--- config.mk ---
export PLATFORM = sky130hd
export DESIGN_NAME = pipe_adder
export DESIGN_NICKNAME = d
export VERILOG_FILES = /design/src/rtl/pipe_adder.sv
export SDC_FILE = /design/constraint.sdc
export NUM_CORES = 1
export LEC_CHECK = 0
export CAP_MARGIN = 0
export CORE_ASPECT_RATIO = 1.5
export CORE_UTILIZATION = 40
export DETAILED_ROUTE_END_ITERATION = 10
export PLACE_DENSITY_LB_ADDON = 0.05
export SLEW_MARGIN = 0
export SYNTH_ARGS = -nofsm -noshare
export SYNTH_HDL_FRONTEND = slang
export SYNTH_SLANG_ARGS = --single-unit
--- constraint.sdc ---
create_clock -name clk -period 2.7 [get_ports clk]
set_input_delay 0.54 -clock clk [delete_from_list [all_inputs] [get_ports clk]]
set_output_delay 0.54 -clock clk [all_outputs]
set_load 0.005 [all_outputs]
--- src/rtl/pipe_adder.sv ---
// Pipelined two's-complement adder/subtractor. Each stage adds one CHUNK-wide slice and
// passes the carry on; unused operand slices ride along in skew registers.
module pipe_adder #(
  parameter int WIDTH  = 16,
  parameter int STAGES = 4
) (
  input  logic             clk,
  input  logic             rst,
  input  logic             in_valid,
  output logic             in_ready,
  input  logic [WIDTH-1:0] a,
  input  logic [WIDTH-1:0] b,
  input  logic             cin,
  input  logic             sub,
  output logic             out_valid,
  input  logic             out_ready,
  output logic [WIDTH-1:0] s,
  output logic             cout,
  output logic             ovf
);

  localparam int CHUNK = WIDTH / STAGES;

  // One enable for the whole pipe: it moves only when the output slot is free or being taken.
  logic en;
  assign en       = !out_valid || out_ready;
  assign in_ready = en && !rst;

  for (genvar k = 0; k < STAGES; k++) begin : g_stage
    localparam int TW = WIDTH - k * CHUNK;

    logic [TW-1:0]            a_top;
    logic [TW-1:0]            b_top;
    logic                     c_in;
    logic                     v_in;
    logic [CHUNK:0]           sum;
    logic [(k+1)*CHUNK-1:0]   r_d;
    logic [(k+1)*CHUNK-1:0]   r_q;
    logic                     c_q;
    logic                     v_q;

    assign sum = {1'b0, a_top[CHUNK-1:0]} + {1'b0, b_top[CHUNK-1:0]} + {{CHUNK{1'b0}}, c_in};

    if (k == 0) begin : g_head
      assign a_top = a;
      assign b_top = sub ? ~b : b;
      assign c_in  = sub | cin;
      assign v_in  = in_valid;
      assign r_d   = sum[CHUNK-1:0];
    end else begin : g_body
      assign a_top = g_stage[k-1].g_skew.a_q;
      assign b_top = g_stage[k-1].g_skew.b_q;
      assign c_in  = g_stage[k-1].c_q;
      assign v_in  = g_stage[k-1].v_q;
      assign r_d   = {sum[CHUNK-1:0], g_stage[k-1].r_q};
    end

    always_ff @(posedge clk) begin
      if (rst) begin
        v_q <= 1'b0;
        c_q <= 1'b0;
        r_q <= '0;
      end else if (en) begin
        v_q <= v_in;
        c_q <= sum[CHUNK];
        r_q <= r_d;
      end
    end

    if (k < STAGES - 1) begin : g_skew
      logic [TW-CHUNK-1:0] a_q;
      logic [TW-CHUNK-1:0] b_q;

      always_ff @(posedge clk) begin
        if (rst) begin
          a_q <= '0;
          b_q <= '0;
        end else if (en) begin
          a_q <= a_top[TW-1:CHUNK];
          b_q <= b_top[TW-1:CHUNK];
        end
      end
    end else begin : g_tail
      logic ovf_q;

      // Carry into the MSB is a^b^sum at that bit; overflow is that XOR the carry out.
      always_ff @(posedge clk) begin
        if (rst) begin
          ovf_q <= 1'b0;
        end else if (en) begin
          ovf_q <= a_top[CHUNK-1] ^ b_top[CHUNK-1] ^ sum[CHUNK-1] ^ sum[CHUNK];
        end
      end

      assign s         = r_q;
      assign cout      = c_q;
      assign ovf       = ovf_q;
      assign out_valid = v_q;
    end
  end

endmodule
==> results of run 1 <==
==> Yosys cell counts (all sizes together) <==
cell    number  share of area (%)
nand3b       3               0.54
xnor2       18                3.8
inv          3               0.27
or4          3               0.54
a21o         8                1.5
clkbuf      11                1.0
nor2b        2               0.48
nand2      142                 13
fa           8                3.9
buf         24                4.5
nand2b       1               0.15
ha          12                3.6
nor2        25                2.3
nor3b        1               0.18
or2          1               0.15
nand4b       3               0.63
a21oi       76                9.4
nand3        3               0.36
o21ai        1               0.12
xor2         4               0.85
a211oi      21                5.9
nor3         2               0.24
dfxtp       97                 47
==> critical path: stages <==
cell	delay, ns
clkdlybuf4s50_1	0.49
or2_2	0.34
fa_1	0.40
fa_1	0.41
a21o_1	0.19
a211oi_1	0.22
nor3_1	0.07
==> routing by layer <==
layer	part of all wire [%]	wire length, um	up-vias
li1	-	-	1627
met1	51	3980	1364
met2	44	3440	56
met3	2.9	222	9
met4	1.7	129	0
met5	0	0	-
==> through the flow <==
step / worst slack [ns] / setup TNS (ns)
finish: 0.231 / 0
global route: 0.137 / 0
CTS: 0.207 / 0
detailed placement: -0.151 / -0.215
global placement: -0.111 / -0.149
floorplan: 0.141 / 0
==> state kept, by name, summed over array words and instances (netlist names), 3 cells and up <==
signal and count:
g_stage.v_q 3, g_stage.g_skew.b_q 24, g_stage.r_q 24, g_stage.g_skew.a_q 24, g_stage.c_q 3, s 16
==> worst min path at each step <==
stage          depth (start not counted)                                    from  slack [ns]                                endpoint
2_1_floorplan                          2  g_stage[0].g_skew.a_q[10]$_SDFFE_PP0N_        0.43  g_stage[0].g_skew.a_q[10]$_SDFFE_PP0N_
3_5_place_dp                           2                       s[8]$_SDFFE_PP0N_        0.44                       s[8]$_SDFFE_PP0N_
6_report                               2                       s[9]$_SDFFE_PP0N_        0.45                       s[9]$_SDFFE_PP0N_
4_1_cts                                2                       s[9]$_SDFFE_PP0N_        0.45                       s[9]$_SDFFE_PP0N_
5_1_grt                                2          g_stage[2].r_q[4]$_SDFFE_PP0N_        0.47          g_stage[2].r_q[4]$_SDFFE_PP0N_
3_3_place_gp                           2                       s[6]$_SDFFE_PP0N_        0.44                       s[6]$_SDFFE_PP0N_
==> kinds of logic after synthesis <==
logic type | count (synthesis) | share of synthesized area [%]
flops | 97 | 46.9
xor+xnor | 22 | 4.65
fa+ha+maj | 20 | 7.49
simple gates | 186 | 18.4
compound gates | 106 | 16.8
buf+inv | 38 | 5.74
==> power by group <==
group	switching, mW	total (mW)	internal [mW]
Combinational	0.157	0.345	0.188
Sequential	0.0498	1.57	1.53
Clock	0.523	1.38	0.858
Total	0.730	3.30	2.57
==> cell type report <==
class / count / area, um2 / area share (%)
Inverter: 3 / 11.3 / 0.222
Sequential cell: 97 / 1940 / 38.3
Clock inverter: 5 / 77.6 / 1.53
Clock buffer: 11 / 253 / 4.99
Multi-Input combinational cell: 334 / 1970 / 38.9
Timing Repair Buffer: 65 / 666 / 13.1
Tap cell: 117 / 146 / 2.89
==> results by group, run 1 <==
Floorplanning
  • Io pins: slightly below 60
  • Row Count: 45
  • Initial Util: 41.1%
  • Die Footprint: between 10,000 and 15,000 um2
  • Core ar.: around 10,000 um2
  • Die H: approximately 130 um
  • DIE WIDTH: ~85 um

Power
  • Cell Pwr Density: ~650 nW/um2
  • Leak Pwr: around 2 nW
  • Peak supply drop: ~0.0003 V
  • Final Power: roughly 3.3 mW

Critical path
  • Reg2Reg Launch Point: g_stage[2].c_q$_SDFFE_PP0N_
  • Crit Path Max Fanout: 4
  • CP required: between 2 and 3 ns
  • CP startpoint: sub
  • Endpoint class of the critical path: flip-flop
  • Critical path class: primary input to flip-flop
  • Worst r2r path cells: 6
  • Worst EP arrival: 2.68 ns
  • Crit start category: primary input
  • R2R setup slack: about 0.7 ns
  • Crit path capture: g_stage[0].c_q$_SDFFE_PP0N_
  • Reg2Reg Capture Point: ovf$_SDFFE_PP0N_

Clock network
  • Clock transition at path regs: 0.06 ns
  • CTS root buf: clkbuf_16
  • Clock Sinks: 97
  • Worst-Skew Late Latency: around 0.34 ns
  • Htree depth: 3
  • Deepest clock path buffer count: 2
  • CTS resizes: 0
  • # hold bufs at CTS: 0
  • CTS tree: yes
  • Post-CTS Repair Setup Buffers: 0
  • TritonCTS buffer count: 9

Global routing
  • GRT met3 Usage: 3.64%
  • Met2 Use GR: around a quarter
  • Largest net degree at the start of global routing: approximately 100
  • Met1 Track Usage GR: 21.6%
  • First-pass GRT wire length: between 10 and 15 mm
  • GRT busiest layer: met2
  • GRT overflow: 0
  • Vias in the first global route: about 3,000
  • GRT Util Overall: approximately 16%
  • Initial antenna violation count: 0

Logic synthesis
  • Flops & latches, synth: 97
  • Synth warnings: 0
  • Post-Syn Area: a little over 4000 um2
  • Cells after synthesis: ~470
  • Synth unique cells: 28
  • Avg Inst Size Synth: approximately 8.8 um2
  • Register area share after synthesis: 46.9%
  • Syn_nets: approximately 530

Cells and area
  • Layout cell share with drive strength beyond 1: ~9.1%
  • Antenna Cells: 0
  • Area grow syn2layout: 22.3%
  • Nets: approximately 570
  • Fillcell total: between 1,000 and 1,500
  • Commonest non-fill, non-tap cells in the layout: nand2_1 (142), dfxtp_1 (97), a21oi_1 (74), clkdlybuf4s50_1 (56), nor2_1 (25)
  • Final design utilization: 50.3%
  • Final Non-Filler Cells: 632
  • Most common cell after layout, fill and taps aside: nand2_1
  • Final instance area: a little over 5000 um2

Timing
  • Slew headroom: between 60% and 70%
  • Worst slew pin tran: roughly 0.57 ns
  • Clock skew: about 0.0052 ns
  • Worst hold margin: about 0.45 ns
  • RSZ-0062 raised after global routing: false
  • Max Transition Viols Final: 0
  • Max Freq: roughly 400 MHz
  • Minimum clock period: 2.47 ns
  • Finish-stage setup viols: 0
  • Final critical-path share of the clock period: approximately 90%
  • Hold Vio Cnt, Final: 0

Placement
  • # placed instances: around 600
  • Port Buffers: between 50 and 60
  • Dpl cell area: approximately 4700 um2
  • Final GP Congestion: between 0.7 and 0.8
  • DP Wirelength: between 4 and 5 mm

Route
  • Vias per Instance: 4.84
  • Router iterations before antenna repair: 4
  • Vias after detailed routing: around 3,100
  • Final ANT Viol Nets: 0
  • Starting DRT DRC Count: 117
  • DRC viols: 0
  • WL/cell: about 12 um
  • Routed WL: ~7.8 mm

Hold path
  • Hold WC Path Type: flip-flop to flip-flop

Outcome
  • Status: finished clean

Flow run
  • Max Cap Viol: 0
Power figures use the tool's default switching activity.
==> run 2, diff against run 1 <==
Settings changed: DONT_BUFFER_PORTS from default to 1.
==> run 2 against run 1 <==
Maximum frequency is 25% higher. Highest routed layer unchanged. Via count decreased by 7.7%. Hold slack worse by 0.18 ns.
==> results by group, run 2 (synthesis gave the netlist of run 1 again) <==
Route
  • Router iterations before antenna repair: 4
  • Starting DRT DRC Count: ~110
  • Vias per Instance: slightly below 5
  • Final ANT Viol Nets: 0
  • Vias after detailed routing: around 2,800
  • WL/cell: about 13 um
  • Routed WL: 7.61 mm
  • DRC viols: 0

Critical path
  • Reg2Reg Capture Point: ovf$_SDFFE_PP0N_
  • Worst EP arrival: between 2 and 2.5 ns
  • Crit Path Max Fanout: 2
  • CP startpoint: g_stage[2].c_q$_SDFFE_PP0N_
  • Critical path class: flip-flop to flip-flop
  • CP required: 2.90 ns
  • Crit start category: flip-flop
  • Worst r2r path cells: 6
  • R2R setup slack: about 0.73 ns
  • Endpoint class of the critical path: flip-flop
  • Reg2Reg Launch Point: g_stage[2].c_q$_SDFFE_PP0N_

Floorplanning
  • DIE WIDTH: about 85 um
  • Die Footprint: 10,800 um2
  • Io pins: between 50 and 60
  • Initial Util: around two fifths
  • Die H: 127 um
  • Core ar.: roughly 10,000 um2
  • Row Count: between 40 and 50

Clock network
  • Clock Sinks: just under 100
  • CTS tree: yes
  • Clock transition at path regs: ~0.060 ns
  • CTS root buf: clkbuf_16
  • Htree depth: 3
  • Post-CTS Repair Setup Buffers: 0
  • Deepest clock path buffer count: 2
  • # hold bufs at CTS: 0
  • CTS resizes: 0
  • TritonCTS buffer count: 9
  • Worst-Skew Late Latency: 0.34 ns

Hold path
  • Worst Hold Endpoint: g_stage[0].r_q[2]$_SDFFE_PP0N_
  • Hold Crit Depth: 1
  • Hold path start: rst
  • Hold WC Path Type: primary input to flip-flop

Timing
  • Slew headroom: 62.9%
  • Worst slew pin tran: approximately 0.56 ns
  • Minimum clock period: between 1.5 and 2 ns
  • Finish-stage setup viols: 0
  • Hold Vio Cnt, Final: 0
  • Final critical-path share of the clock period: 72.9%
  • RSZ-0062 raised after global routing: false
  • Max Transition Viols Final: 0
  • Clock skew: between 0.008 and 0.009 ns
  • Max Freq: ~500 MHz
  • Setup TNS: 0 ns

Placement
  • Port Buffers: 0
  • Dpl cell area: about 4100 um2
  • DP Wirelength: around 4.8 mm
  • Final GP Congestion: about 0.7

Flow run
  • Max Cap Viol: 0

Power
  • Leak Pwr: approximately 1.7 nW
  • Internal: roughly 2.4 mW
  • Final Power: approximately 3.1 mW
  • NetSw: around 670 uW
  • Sequential fraction of design power: 51.3%
  • Cell Pwr Density: about 700 nW/um2
  • Sw frac: between 20% and 30%
  • Peak supply drop: around 0.00038 V
  • Comb pwr share: ~7.3%
  • Clk pwr share: between 40% and 50%

Global routing
  • Largest net degree at the start of global routing: ~110
  • GRT Util Overall: between 15 and 20%
  • First-pass GRT wire length: about 13 mm
  • Vias in the first global route: around 2,700
  • Initial antenna violation count: 0
  • GRT overflow: 0

Cells and area
  • Area grow syn2layout: 6.80%
  • Most common cell after layout, fill and taps aside: nand2_1
  • Commonest non-fill, non-tap cells in the layout: nand2_1 (142), dfxtp_1 (97), a21oi_1 (74), nor2_1 (25), xnor2_1 (18)
  • Layout cell share with drive strength beyond 1: approximately 9.2%
  • Final instance area: ~4400 um2
  • Biggest regs: g_stage.g_skew.a_q x24, g_stage.g_skew.b_q x24, g_stage.r_q x24
  • Antenna Cells: 0
  • Nets: roughly 510

Outcome
  • Status: finished clean
-- run 2: worst max path at each step --
stage | end | slack (ns) | cells past startpoint
floorplan | g_stage[0].c_q$_SDFFE_PP0N_ | 0.14 | 8
finish | ovf$_SDFFE_PP0N_ | 0.73 | 6
global route | g_stage[0].c_q$_SDFFE_PP0N_ | 0.65 | 6
detailed placement | g_stage[0].c_q$_SDFFE_PP0N_ | 0.39 | 6
CTS | ovf$_SDFFE_PP0N_ | 0.72 | 6
global placement | g_stage[0].c_q$_SDFFE_PP0N_ | 0.42 | 6
-- run 2: worst max-delay path: stages, from the launching register on --
cell,delay [ns]
dfxtp_1,0.33
fa_1,0.46
fa_1,0.42
a21o_1,0.21
a21oi_2,0.18
xnor2_1,0.15
a211oi_2,0.08
-- run 2: metrics by stage --
stage               hold slack, ns  cells  setup slack (ns)  utilization, %
floorplan                    0.432    469             0.141               -
global placement             0.433    557             0.419            40.9
detailed placement           0.439    557             0.391            40.9
CTS                          0.255    572             0.718            43.9
global route                 0.248    572             0.645            43.9
finish                       0.265    572             0.730            43.9
-- run 2: power by group through the flow --
| stage | Sequential [mW] | Combinational, mW | Clock (mW) |
|---|---|---|---|
| 2_1_floorplan | 1.60 | 0.222 | 0 |
| 3_3_place_gp | 1.61 | 0.224 | 0 |
| 3_5_place_dp | 1.61 | 0.225 | 0 |
| 4_1_cts | 1.58 | 0.228 | 1.32 |
| 5_1_grt | 1.59 | 0.265 | 1.37 |
| 6_report | 1.58 | 0.224 | 1.27 |
-- run 2: per-layer routing --
metal / routed length (um) / vias to the layer above / part of all wire, % / global-route usage (%)
li1: - / 1519 / - / -
met1: 3990 / 1247 / 52 / 22.5
met2: 3190 / 48 / 42 / 21.4
met3: 336 / 8 / 4.4 / 4.62
met4: 94 / 0 / 1.2 / 5.58
met5: 0 / - / 0 / 0
-- run 2: area by class of cell --
cell class / instances / area, um2
Clock buffer: 12 / 256
Clock inverter: 3 / 40.0
Fill cell: 1071 / 5660
Inverter: 3 / 11.3
Multi-Input combinational cell: 334 / 1970
Sequential cell: 97 / 1940
Tap cell: 117 / 146
Timing Repair Buffer: 6 / 57.6
==> run 3, diff against run 2 <==
Clock period 2.7 ns to 1.7 ns, I/O delays scaled along.
==> run 3 against run 2 <==
The run now ends with negative setup slack left. Register-to-register slack worse by 0.79 ns. Cell count up 1.9%. Critical path depth unchanged. Clock skew down 0.0012 ns. Non-clock buffer count up 10. Design area up 3.4%.
==> results by group, run 3 (synthesis gave the netlist of run 1 again) <==
Cells and area
  • Biggest regs: g_stage.g_skew.a_q x24, g_stage.g_skew.b_q x24, g_stage.r_q x24
  • Final instance area: between 4000 and 5000 um2
  • Area grow syn2layout: 10.4%
  • Layout cell share with drive strength beyond 1: between 10% and 20%
  • Most common cell after layout, fill and taps aside: nand2_1
  • Commonest non-fill, non-tap cells in the layout: nand2_1 (142), dfxtp_1 (94), a21oi_1 (73), nor2_1 (25), a211oi_2 (19)
  • Nets: 519
  • Antenna Cells: 0
  • Fillcell total: 1,031

Critical path
  • Worst r2r path cells: 6
  • Reg2Reg Launch Point: g_stage[2].c_q$_SDFFE_PP0N_
  • Slowest CP cell: fa_2
  • CP required: between 1.5 and 2 ns
  • R2R setup slack: -0.06 ns
  • Crit path buf inv count: 0
  • Critical path class: flip-flop to flip-flop
  • Endpoint class of the critical path: flip-flop
  • Reg2Reg Capture Point: ovf$_SDFFE_PP0N_
  • Delay-heaviest family, CP: adder cells
  • Crit start category: flip-flop
  • Slowest stage delay, CP: just under 0.4 ns
  • Worst-path cell chain: fa_2, fa_2, a21o_1, a21oi_2, xnor2_1, a211oi_2
  • Most frequent CP cell: fa_2
  • Crit Path Max Fanout: 2
  • Worst EP arrival: a little under 2 ns

Global routing
  • GRT Util Overall: ~16%
  • Initial antenna violation count: 0
  • Vias in the first global route: between 2,000 and 3,000
  • GRT busiest layer: met2
  • GRT met3 Usage: ~3.3%
  • Largest net degree at the start of global routing: ~110
  • Met1 Track Usage GR: 21.9%
  • First-pass GRT wire length: ~14 mm
  • GRT overflow: 0
  • Met2 Use GR: 23.2%

Timing
  • Hold Vio Cnt, Final: 0
  • Final critical-path share of the clock period: 103%
  • Worst slew pin tran: ~0.28 ns
  • Clock skew: around 0.007 ns
  • RSZ-0062 raised after global routing: true
  • Setup ws final: -0.0589 ns
  • Max Transition Viols Final: 0
  • Finish-stage setup viols: 2
  • Minimum clock period: about 1.8 ns
  • Max Freq: between 500 and 600 MHz
  • Slew headroom: between 80% and 90%

Power
  • Peak supply drop: 0.000492 V
  • Final Power: 5.02 mW
  • Cell Pwr Density: 1100 nW/um2
  • Leak Pwr: between 1.5 and 2 nW

Floorplanning
  • Io pins: 58
  • Row Count: 45
  • Initial Util: between 40% and 50%
  • Die H: 127 um
  • DIE WIDTH: between 80 and 90 um
  • Die Footprint: 10,800 um2
  • Core ar.: about 10,000 um2

Clock network
  • Deepest clock path buffer count: 2
  • CTS tree: yes
  • Clock transition at path regs: 0.06 ns
  • # hold bufs at CTS: 0
  • Htree depth: 3
  • Worst-Skew Late Latency: roughly 0.35 ns
  • Clock Sinks: slightly below 100
  • TritonCTS buffer count: 9
  • CTS root buf: clkbuf_16

Placement
  • DP Wirelength: slightly above 5 mm
  • Port Buffers: 0
  • Final GP Congestion: between 0.7 and 0.8
  • Dpl cell area: about 4200 um2

Route
  • Vias per Instance: around 5.0
  • Routed WL: ~8.0 mm
  • Final ANT Viol Nets: 0
  • Vias after detailed routing: approximately 2,900
  • WL/cell: ~14 um
  • Router iterations before antenna repair: 4
  • Starting DRT DRC Count: between 100 and 150
  • DRC viols: 0

Hold path
  • Hold path start: rst
  • Hold Crit Depth: 1
  • Worst Hold Endpoint: g_stage[0].g_skew.b_q[6]$_SDFFE_PP0N_
  • Hold WC Path Type: primary input to flip-flop

Outcome
  • Status: finished, violations left
  • Violated checks: negative setup slack

Flow run
  • Max Cap Viol: 0
-- run 3: cell count changes in the layout (fill, tap and decap cells not counted), sizes merged --
cell      previous run  this run
buf                  6        16
bufinv               1         2
clkbuf              12        10
clkinv               2         3
clkinvlp             0         1
-- run 3: layout make-up --
type	instances	area [um2]	area share, %
inverter	3	11.3	0.246
timing repair buffer	16	158	3.45
multi-input combinational	334	2000	43.7
sequential	97	1950	42.5
clock buffer	10	229	5.01
clock inverter	6	82.6	1.81
tap	117	146	3.20
-- run 3: repair_timing --
action / in CTS / in global routing
resized for setup: 2 / 2
cloned: 0 / 0
buffers inserted: 1 / 2
setup endpoints to repair: 3 / 6
pin swaps: 5 / 2
-- run 3: worst max-delay path by stage --
stage	startpoint	cells after the start	end	slack [ns]
5_1_grt	g_stage[2].c_q$_SDFFE_PP0N_	6	ovf$_SDFFE_PP0N_	-0.17
4_1_cts	g_stage[2].c_q$_SDFFE_PP0N_	6	ovf$_SDFFE_PP0N_	-0.1
2_1_floorplan	sub	8	g_stage[0].c_q$_SDFFE_PP0N_	-0.43
6_report	g_stage[2].c_q$_SDFFE_PP0N_	6	ovf$_SDFFE_PP0N_	-0.06
3_5_place_dp	cin	6	g_stage[0].c_q$_SDFFE_PP0N_	-0.21
3_3_place_gp	cin	6	g_stage[0].c_q$_SDFFE_PP0N_	-0.22
-- run 3: per-stage QoR --
step,std cells,hold slack [ns],setup TNS [ns],worst slack [ns],utilization (%)
finish,583,0.0556,-0.0853,-0.0589,45.4
floorplan,469,0.429,-1.21,-0.435,-
global route,583,0.0426,-0.370,-0.172,45.4
CTS,581,0.0510,-0.116,-0.0953,45.2
global placement,564,0.413,-0.506,-0.225,42.0
detailed placement,564,0.418,-0.574,-0.210,42.0
-- run 3: power breakdown --
group	leakage, nW	internal, mW	switching [mW]	total (mW)
Clock	0.152	1.28	0.851	2.13
Combinational	0.848	0.201	0.180	0.382
Sequential	0.799	2.42	0.0878	2.51
Total	1.80	3.91	1.12	5.02
-- run 3: metal layers --
layer | wire [um] | up-vias
li1 | - | 1528
met1 | 4080 | 1341
met2 | 3390 | 55
met3 | 347 | 11
met4 | 180 | 0
met5 | 0 | -
